**src/rtl/dct_zigzag_quantizer.sv**
```systemverilog
// Reads an 8x8 DCT block in zigzag order, quantizes by reciprocal multiply and streams it out.
// Optional DC prediction is enabled with the DC_DPCM_EN macro.
//
// state   | meaning
// S_IDLE  | waiting for start
// S_FETCH | issuing coefficient reads, at most two in flight or buffered
// S_DRAIN | all reads issued, waiting for the k=63 handshake
// S_DONE  | one-cycle done pulse; a new start is accepted here
module dct_zigzag_quantizer #(
  parameter int DATA_W  = 16,
  parameter int RECIP_W = 16,
  parameter int OUT_W   = 12
) (
  input  logic              clk,
  input  logic              rst_n,
  input  logic              start,
  output logic              memRd,
  output logic [5:0]        memAddr,
  input  logic [DATA_W-1:0] memData,
  output logic [OUT_W-1:0]  outData,
  output logic              outValid,
  input  logic              outReady,
  output logic              outLast,
  output logic              busy,
  output logic              done
);

  localparam int MAG_W = DATA_W + RECIP_W;
  localparam int RM_W  = MAG_W - 16;

  localparam logic [0:63][7:0] Q_LUM = {
    8'd16, 8'd11, 8'd10, 8'd16, 8'd24,  8'd40,  8'd51,  8'd61,
    8'd12, 8'd12, 8'd14, 8'd19, 8'd26,  8'd58,  8'd60,  8'd55,
    8'd14, 8'd13, 8'd16, 8'd24, 8'd40,  8'd57,  8'd69,  8'd56,
    8'd14, 8'd17, 8'd22, 8'd29, 8'd51,  8'd87,  8'd80,  8'd62,
    8'd18, 8'd22, 8'd37, 8'd56, 8'd68,  8'd109, 8'd103, 8'd77,
    8'd24, 8'd35, 8'd55, 8'd64, 8'd81,  8'd104, 8'd113, 8'd92,
    8'd49, 8'd64, 8'd78, 8'd87, 8'd103, 8'd121, 8'd120, 8'd101,
    8'd72, 8'd92, 8'd95, 8'd98, 8'd112, 8'd100, 8'd103, 8'd99
  };

  localparam logic [0:63][5:0] ZZ = {
    6'd0,  6'd1,  6'd8,  6'd16, 6'd9,  6'd2,  6'd3,  6'd10,
    6'd17, 6'd24, 6'd32, 6'd25, 6'd18, 6'd11, 6'd4,  6'd5,
    6'd12, 6'd19, 6'd26, 6'd33, 6'd40, 6'd48, 6'd41, 6'd34,
    6'd27, 6'd20, 6'd13, 6'd6,  6'd7,  6'd14, 6'd21, 6'd28,
    6'd35, 6'd42, 6'd49, 6'd56, 6'd57, 6'd50, 6'd43, 6'd36,
    6'd29, 6'd22, 6'd15, 6'd23, 6'd30, 6'd37, 6'd44, 6'd51,
    6'd58, 6'd59, 6'd52, 6'd45, 6'd38, 6'd31, 6'd39, 6'd46,
    6'd53, 6'd60, 6'd61, 6'd54, 6'd47, 6'd55, 6'd62, 6'd63
  };

  // recip[a] = round(65536 / Q[a]), folded at elaboration time
  function automatic logic [63:0][RECIP_W-1:0] gen_recip();
    logic [63:0][RECIP_W-1:0] r;
    for (int i = 0; i < 64; i++)
      r[i] = RECIP_W'((32'd65536 + 32'(Q_LUM[i] >> 1)) / 32'(Q_LUM[i]));
    return r;
  endfunction

  localparam logic [63:0][RECIP_W-1:0] RECIP = gen_recip();

  localparam logic [RM_W-1:0] POS_LIM = RM_W'(2 ** (OUT_W - 1) - 1);
  localparam logic [RM_W-1:0] NEG_LIM = RM_W'(2 ** (OUT_W - 1));

  typedef enum logic [1:0] {S_IDLE, S_FETCH, S_DRAIN, S_DONE} state_t;

  state_t                  state;
  logic [5:0]              k;
  logic                    inflight;
  logic [5:0]              rd_addr_q;
  logic                    rd_last_q;
`ifdef DC_DPCM_EN
  logic                    rd_first_q;
`endif

  logic [1:0][OUT_W:0]     fifo_mem;
  logic                    wr_ptr;
  logic                    rd_ptr;
  logic [1:0]              fifo_count;
  logic                    push;
  logic                    pop;
  logic [1:0]              credits_used;

  logic [DATA_W-1:0]       abs_c;
  logic [MAG_W-1:0]        mag;
  logic [RM_W-1:0]         rmag;
  logic [OUT_W-1:0]        q_sat;
  logic [OUT_W-1:0]        word;

  assign push     = inflight;
  assign pop      = outValid & outReady;
  assign outValid = (fifo_count != 2'd0);
  assign outData  = fifo_mem[rd_ptr][OUT_W-1:0];
  assign outLast  = outValid & fifo_mem[rd_ptr][OUT_W];
  assign memAddr  = ZZ[k];

  // A word leaving the FIFO this cycle frees its slot, which keeps reads back-to-back.
  assign credits_used = fifo_count - {1'b0, pop} + {1'b0, inflight};
  assign memRd        = (state == S_FETCH) && (credits_used < 2'd2);

  assign abs_c = memData[DATA_W-1] ? (~memData) + DATA_W'(1) : memData;
  assign mag   = MAG_W'(abs_c) * MAG_W'(RECIP[rd_addr_q]);
  assign rmag  = RM_W'((mag + MAG_W'(32768)) >> 16);

  always_comb begin
    q_sat = '0;
    if (!memData[DATA_W-1])
      q_sat = (rmag > POS_LIM) ? OUT_W'(POS_LIM) : rmag[OUT_W-1:0];
    else if (rmag > NEG_LIM)
      q_sat = {1'b1, {(OUT_W-1){1'b0}}};
    else
      q_sat = (~rmag[OUT_W-1:0]) + OUT_W'(1);
  end

`ifdef DC_DPCM_EN
  logic [OUT_W-1:0] prev_dc;
  logic [OUT_W:0]   dc_diff;
  logic [OUT_W-1:0] dc_sat;

  assign dc_diff = {q_sat[OUT_W-1], q_sat} - {prev_dc[OUT_W-1], prev_dc};

  always_comb begin
    dc_sat = dc_diff[OUT_W-1:0];
    if (dc_diff[OUT_W] != dc_diff[OUT_W-1])
      dc_sat = dc_diff[OUT_W] ? {1'b1, {(OUT_W-1){1'b0}}} : {1'b0, {(OUT_W-1){1'b1}}};
  end

  assign word = rd_first_q ? dc_sat : q_sat;

  always_ff @(posedge clk or negedge rst_n) begin
    if (!rst_n)
      prev_dc <= '0;
    else if (push && rd_first_q)
      prev_dc <= q_sat;
  end
`else
  assign word = q_sat;
`endif

  always_ff @(posedge clk or negedge rst_n) begin
    if (!rst_n) begin
      state     <= S_IDLE;
      k         <= '0;
      busy      <= 1'b0;
      done      <= 1'b0;
      inflight  <= 1'b0;
      rd_addr_q <= '0;
      rd_last_q <= 1'b0;
`ifdef DC_DPCM_EN
      rd_first_q <= 1'b0;
`endif
    end else begin
      done     <= 1'b0;
      inflight <= memRd;
      if (memRd) begin
        rd_addr_q <= memAddr;
        rd_last_q <= (k == 6'd63);
`ifdef DC_DPCM_EN
        rd_first_q <= (k == 6'd0);
`endif
        k <= k + 6'd1;
      end
      case (state)
        S_IDLE: begin
          if (start) begin
            state <= S_FETCH;
            busy  <= 1'b1;
            k     <= '0;
          end
        end
        S_FETCH: begin
          if (memRd && k == 6'd63)
            state <= S_DRAIN;
        end
        S_DRAIN: begin
          if (pop && outLast) begin
            state <= S_DONE;
            busy  <= 1'b0;
            done  <= 1'b1;
          end
        end
        S_DONE: begin
          if (start) begin
            state <= S_FETCH;
            busy  <= 1'b1;
            k     <= '0;
          end else begin
            state <= S_IDLE;
          end
        end
        default: state <= S_IDLE;
      endcase
    end
  end

  always_ff @(posedge clk or negedge rst_n) begin
    if (!rst_n) begin
      fifo_mem   <= '0;
      wr_ptr     <= 1'b0;
      rd_ptr     <= 1'b0;
      fifo_count <= '0;
    end else begin
      if (push) begin
        fifo_mem[wr_ptr] <= {rd_last_q, word};
        wr_ptr           <= ~wr_ptr;
      end
      if (pop)
        rd_ptr <= ~rd_ptr;
      fifo_count <= fifo_count + {1'b0, push} - {1'b0, pop};
    end
  end

endmodule

```
**config.mk**
```make
export PLATFORM = sky130hd
export DESIGN_NAME = dct_zigzag_quantizer
export DESIGN_NICKNAME = d
export VERILOG_FILES = /design/src/rtl/dct_zigzag_quantizer.sv
export SDC_FILE = /design/constraint.sdc
export NUM_CORES = 1
export LEC_CHECK = 0
export ABC_AREA = 1
export CORE_MARGIN = 2
export CORE_UTILIZATION = 52
export CTS_CLUSTER_DIAMETER = 100
export CTS_CLUSTER_SIZE = 12
export DETAILED_ROUTE_END_ITERATION = 10
export GPL_ROUTABILITY_DRIVEN = 0
export PLACE_DENSITY_LB_ADDON = 0.2
export SLEW_MARGIN = 20
export SYNTH_ARGS = -nofsm -noshare
export SYNTH_HDL_FRONTEND = slang
export SYNTH_SLANG_ARGS = --single-unit
```
**constraint.sdc**
```tcl
create_clock -name clk -period 18.3 [get_ports clk]
set_input_delay 3.66 -clock clk [delete_from_list [all_inputs] [get_ports clk]]
set_output_delay 3.66 -clock clk [all_outputs]
set_load 0.05 [all_outputs]
```
; ---- After elaboration in Yosys (flattened, before gate mapping)
; Memories as Yosys holds them, arrays and structs flattened.
; Index checks and enable logic that the tools add are counted.
[word_totals]
ff_bits = 48
input_bits = 20
memories = 2
mem_bits_ro = 1408
output_inout_bits = 23
wordCells = 81
[mem_list]
columns = name, depth, width, read_ports, rd_ports_with_merged_regs, write_ports, line
row1 = (name not given), 64, 16, 1, 0, 0, 103  ; assign mag = MAG_W'(abs_c) * MAG_W'(RECIP[rd_addr_q]);
row2 = (name not given), 64, 6, 1, 0, 0, 96  ; assign memAddr = ZZ[k];
[classes]
n_eq_ne = 8
magnitude_cmp = 8
add_sub_neg = 8
reduce_logical = 10
bitwise_logic = 7
multipliers = 1
mux = 25
[ops]
columns = operator, n
row1 = 13-bit 2-to-1 mux, 3
row2 = 12-bit 2-to-1 mux, 3
row3 = "32-bit by 16-bit adder with 32-bit output, second input constant", 1
row4 = 16-bit by 16-bit multiplier with 32-bit output, 1
row5 = 16-bit 2-to-1 mux, 2
row6 = 6-bit 2-to-1 mux, 5
row7 = 26-bit bitwise mux, 1
row8 = "16-bit by 1-bit adder with 16-bit output, second input constant", 1
row9 = "16-bit by 11-bit > comparator with 1-bit output, second input constant", 1
row10 = "16-bit by 12-bit > comparator with 1-bit output, second input constant", 1
row11 = 16-bit NOT, 1
row12 = 13-bit demux with 1-bit select, 1
row13 = "12-bit by 1-bit adder with 12-bit output, second input constant", 1
row14 = 12-bit NOT, 1
row15 = 2-bit case mux with 4 select lines, 1
row16 = "7-bit >= comparator, second input constant", 1
row17 = "6-bit by 7-bit less-than comparator with 1-bit output, second input constant", 1
row18 = 6-bit NOT with 7-bit output, 1
row19 = "6-bit by 1-bit adder with 6-bit output, second input constant", 1
row20 = "6-bit == test, second input constant", 1
row21 = 2-bit 2-to-1 mux, 3
row22 = 3-bit AND reduction, 2
row23 = 1-bit 2-to-1 mux, 5
row24 = 2-bit by 1-bit adder with 2-bit output, 2
row25 = other kinds (15), 26

; ---- Depth between registers and ports, before layout
[depth]
depth_word = 10
mapped_depth = 47
depth_no_buf = 47

; ---- Worst setup path before layout
; Ideal clock, no wire load.
[synth_path]
path_kind = in2reg
start = in memData[0]
end = reg fifo_mem[21] (netlist name)
setup_time_ns = 0.116
path_stages = 39
t_arrival_ns = 10.767
path_buffers = 1
path_slack_ns = 7.416
t_required_ns = 18.184
path_cell_list = clkinv_1 > ha_1 > inv_1 > nor2_1 > inv_1 > nor2_1 > inv_1 > nor3_1 > inv_1 > nor3_1 > a21oi_1 > inv_1 > nand2_1 > xnor2_1 > nor2_1 > fa_1 > inv_1 > fa_1 > [3 not listed] > fa_1 > inv_1 > fa_1 > inv_1 > ha_1 > a21oi_1 > a21boi_0 > a21boi_0 > nor3_1 > a211oi_1 > nand3_1 > nand2_1 > nand2_2 > buf_2 > o21ai_0 > o21ai_1 > nand2_1 > nand2_1
[synth_via]
elab_chain_cells = 10
elab_cells_between_ends = 13
classes_between = add/sub (3) / mul (1) / order compare (2) / mux (5) / bitwise (2)
[synth_rtl]
columns = item, line
row1 = start: declaration, 19  ; input logic [DATA_W-1:0] memData,
row2 = 16-bit NOT, 102  ; assign abs_c = memData[DATA_W-1] ? (~memData) + DATA_W'(1) : memData;
row3 = 16-bit by 1-bit adder with 16-bit output, 102
row4 = 16-bit 2-to-1 mux *, 102
row5 = 16-bit by 16-bit multiplier with 32-bit output *, 103
row6 = 32-bit by 16-bit adder with 32-bit output *, 104  ; assign rmag = RM_W'((mag + MAG_W'(32768)) >> 16);
row7 = 12-bit NOT, 113  ; q_sat = (~rmag[OUT_W-1:0]) + OUT_W'(1);
row8 = 12-bit by 1-bit adder with 12-bit output, 113
row9 = 12-bit 2-to-1 mux, 110  ; else if (rmag > NEG_LIM)
row10 = 12-bit 2-to-1 mux *, 108  ; if (!memData[DATA_W-1])
row11 = 26-bit bitwise mux *, 205  ; fifo_mem[wr_ptr] <= {rd_last_q, word};
row12 = end signal: indexed assignment, 205
row13 = end: declaration, 77  ; logic [1:0][OUT_W:0] fifo_mem;
; Every way passes the cells marked *; elsewhere a longest branch is shown, timed or not.
; A chain may end at the register's enable or synchronous reset.

; ---- Worst setup path after layout
[layout_path]
start = in memData[0]
end = reg fifo_mem[8] (netlist name)
; The elaborated chain is that of the path after synthesis.

==> impl_metrics.toml <==
[run_status]
status = "completed"

[clock_network]
cts_tree = "yes"
cts-resized-gates = 0
worst_setup_hold_path_clk_slew_ns = 0.07
hold_fix_buffers_cts = 0
clockBufferDepth = 2
cts.root.buffer_cell = "sky130_fd_sc_hd__clkbuf_16"
cts-buffers-inserted = 5
worst_skew_pair.late_latency_ns = 0.29
htree_levels = 2
clock-sinks = 48
post_cts_buffers = 0

[final_layout]
nets = 2139
layout-drive-gt1-share = 0.0384
layout_common_cells = "sky130_fd_sc_hd__nand2_1, sky130_fd_sc_hd__inv_1, sky130_fd_sc_hd__nor2_1"
filler_cell_count = 2324
mostFrequentLayoutCell = "sky130_fd_sc_hd__nand2_1"
antenna-diode-count = 0
stdcell_area_um2 = 13400
area_growth_pct = 6.49

[worst_setup_path]
critPathRequiredTime_ns = 18.53
critical_path.max_fanout = 12
timing.critical_path.from_type = "primary input"
crit_path_max_incr_delay_ns = 0.73
cpMostUsedCell = "sky130_fd_sc_hd__inv_1"
crit_end_category = "flop"
cp_slowest_cell = "sky130_fd_sc_hd__xnor2_1"
critPathArrivalTime_ns = 12.73
worstSetupPathType = "primary input to flop"

[floorplan]
core_region_area_um2 = 23600
die-area_um2 = 25500
floorplan.initialDensity = 0.533
std_cell_rows = 56
io_pins = 43
die_h_um = 160
floorplan_die_width_um = 160

[sta]
timing_worst_slew_pin_value_ns = 1.09
final-max-slew-violation-count = 0
layout_min_cycle_time_ns = 12.50
final.setup.tns_ns = 0
final-setup-viol-count = 0
clock_skew_ns = 0.00402
timing.slew.headroom = 0.270
fmaxAchievable_mhz = 80.0
final_hold_viol_count = 0
fin_crit_sh = 0.683
rsz0062_at_grt = "no"
whs_ns = 0.484

[logic_synthesis]
synth_seq_cells = 48
synth_edf_count = 0
async_flop_share = 1.00
netlist_instances = 1806
synth_fp_nets = 2125
synth_cell_type_count = 58
sequential_cell_area_fraction_in_the_yosys_report = 0.0955
most_used_flip_flop_cell_after_synthesis = "sky130_fd_sc_hd__dfrtp_1"
post_synth_instance_area_um2 = 12600
syn-mean-instance-area_um2 = 6.97
ys.warnings.count = 0

[grt]
grt_first_pass_wirelength_mm = 57.9
antenna_violations_before_repair = 0
grt_start_max_net_pins = 49
track_usage = 0.276
vias_in_the_first_global_route = 11600
grt_remaining_overflow = 0

[placement]
port_buffers = 42
placed_area_um2 = 13200
dp.final_hpwl_mm = 28.1

[route]
route.antenna.remaining_nets = 0
detail_route.first_pass.iterations = 7
remaining_drc_errors = 0
routed_wl_mm = 34.0
drt_iter0_markers = 945
route.vias.total = 11550
avg_vias_per_cell = 5.40
drt-wirelength-per-cell_um = 15.9

[min_path]
hp-class = "flop to flop"

[run]
cap_violations = 0
state kept, by name, indices dropped and copies added, names as in the netlist:
name        cells
state           2
done            1
k               6
rd_ptr          1
rd_addr_q       6
wr_ptr          1
fifo_count      2
fifo_mem       26
inflight        1
busy            1
rd_last_q       1
final timing paths:
check | from | end | slack (ns) | cells after the start
max in group asynchronous | rst_n | k[1]$_DFF_PN0_ | 14.43 | 2
worst min-delay path | fifo_mem[9]$_DFFE_PN0P_ | fifo_mem[9]$_DFFE_PN0P_ | 0.48 | 2
min in group asynchronous | rst_n | fifo_mem[7]$_DFFE_PN0P_ | 3.45 | 2
worst max-delay path | memData[0] | fifo_mem[8]$_DFFE_PN0P_ | 5.80 | 40
worst min register to register | fifo_mem[9]$_DFFE_PN0P_ | fifo_mem[9]$_DFFE_PN0P_ | 0.48 | 2
worst max register to register | rd_addr_q[2]$_DFFE_PN0P_ | fifo_mem[8]$_DFFE_PN0P_ | 9.42 | 33
cells in the mapped netlist (4+ instances only):
| cell | count | area, µm² |
|---|---|---|
| sky130_fd_sc_hd__o21ai_2 | 5 | 43.8 |
| sky130_fd_sc_hd__nand2_2 | 17 | 106 |
| sky130_fd_sc_hd__buf_1 | 4 | 15.0 |
| sky130_fd_sc_hd__fa_1 | 154 | 3080 |
| sky130_fd_sc_hd__o21ai_1 | 12 | 60.1 |
| sky130_fd_sc_hd__dfrtp_1 | 48 | 1200 |
| sky130_fd_sc_hd__o221ai_1 | 4 | 35.0 |
| sky130_fd_sc_hd__inv_1 | 381 | 1430 |
| sky130_fd_sc_hd__a31oi_1 | 7 | 43.8 |
| sky130_fd_sc_hd__inv_2 | 5 | 18.8 |
| sky130_fd_sc_hd__nand3_2 | 4 | 40.0 |
| sky130_fd_sc_hd__o21ai_0 | 73 | 365 |
| sky130_fd_sc_hd__nand2_1 | 435 | 1630 |
| sky130_fd_sc_hd__a21oi_1 | 63 | 315 |
| sky130_fd_sc_hd__nor2_1 | 196 | 736 |
| sky130_fd_sc_hd__nand3b_1 | 6 | 45.0 |
| sky130_fd_sc_hd__or2_2 | 5 | 31.3 |
| sky130_fd_sc_hd__o21bai_1 | 7 | 52.6 |
| sky130_fd_sc_hd__nand3_1 | 75 | 375 |
| sky130_fd_sc_hd__clkinv_1 | 7 | 26.3 |
| sky130_fd_sc_hd__o21a_1 | 4 | 30.0 |
| sky130_fd_sc_hd__xor2_1 | 11 | 96.3 |
| sky130_fd_sc_hd__o22ai_1 | 11 | 68.8 |
| sky130_fd_sc_hd__nand4_1 | 8 | 50.1 |
| sky130_fd_sc_hd__clkbuf_1 | 26 | 97.6 |
| sky130_fd_sc_hd__ha_1 | 145 | 1810 |
| sky130_fd_sc_hd__nand2_4 | 7 | 78.8 |
| sky130_fd_sc_hd__o211ai_1 | 12 | 90.1 |
| sky130_fd_sc_hd__nor3_1 | 21 | 105 |
| sky130_fd_sc_hd__buf_6 | 4 | 45.0 |
area by class of cell:
cell class              instances  area, µm²  area share
multi-input cells            1322       9670       0.722
clock buffers                   5        125     0.00934
clock inverters                 3       46.3     0.00346
repair buffers                 49        468      0.0349
flip-flops and latches         48       1200      0.0896
inverters                     394       1490       0.111
well taps                     319        399      0.0298
cells by family (layout without fill, tap and decap cells):
logic type / Yosys count / count (layout) / synth area share
AO/OA/AOI/OAI: 224 / 224 / 0.106
adder cells (fa/ha/maj): 299 / 299 / 0.389
flip-flops: 48 / 48 / 0.0955
XOR/XNOR: 14 / 14 / 0.00975
AND/OR/NAND/NOR: 785 / 785 / 0.264
buffers and inverters: 436 / 451 / 0.136
routing by layer:
layer / track usage / part of all wire / wire [µm] / vias up
met2: 0.448 / 0.46 / 15700 / 478
met4: 0.0864 / 0.033 / 1130 / 0
met5: 0 / 0 / 0 / -
met1: 0.381 / 0.43 / 14700 / 5414
met3: 0.0393 / 0.073 / 2470 / 72
li1: - / - / - / 5586
per-stage QoR:
step,setup slack [ns],std cells,util
after floorplan,7.42,1806,-
after CTS,5.92,2140,0.567
final,5.80,2140,0.567
after global placement,5.89,2132,0.560
after detailed placement,5.66,2132,0.560
after global routing,5.16,2140,0.567
critical path, delay by kind of cell:
family                   cells  cell delay (ns)
buffers and inverters       11             1.44
XOR/XNOR                     1             0.73
adder cells (fa/ha/maj)      8             3.73
AO/OA/AOI/OAI                6             1.49
AND/OR/NAND/NOR             14             1.63
Power is not shown: default switching activity piles up to over one toggle a cycle in this logic, so the estimate is an artifact.
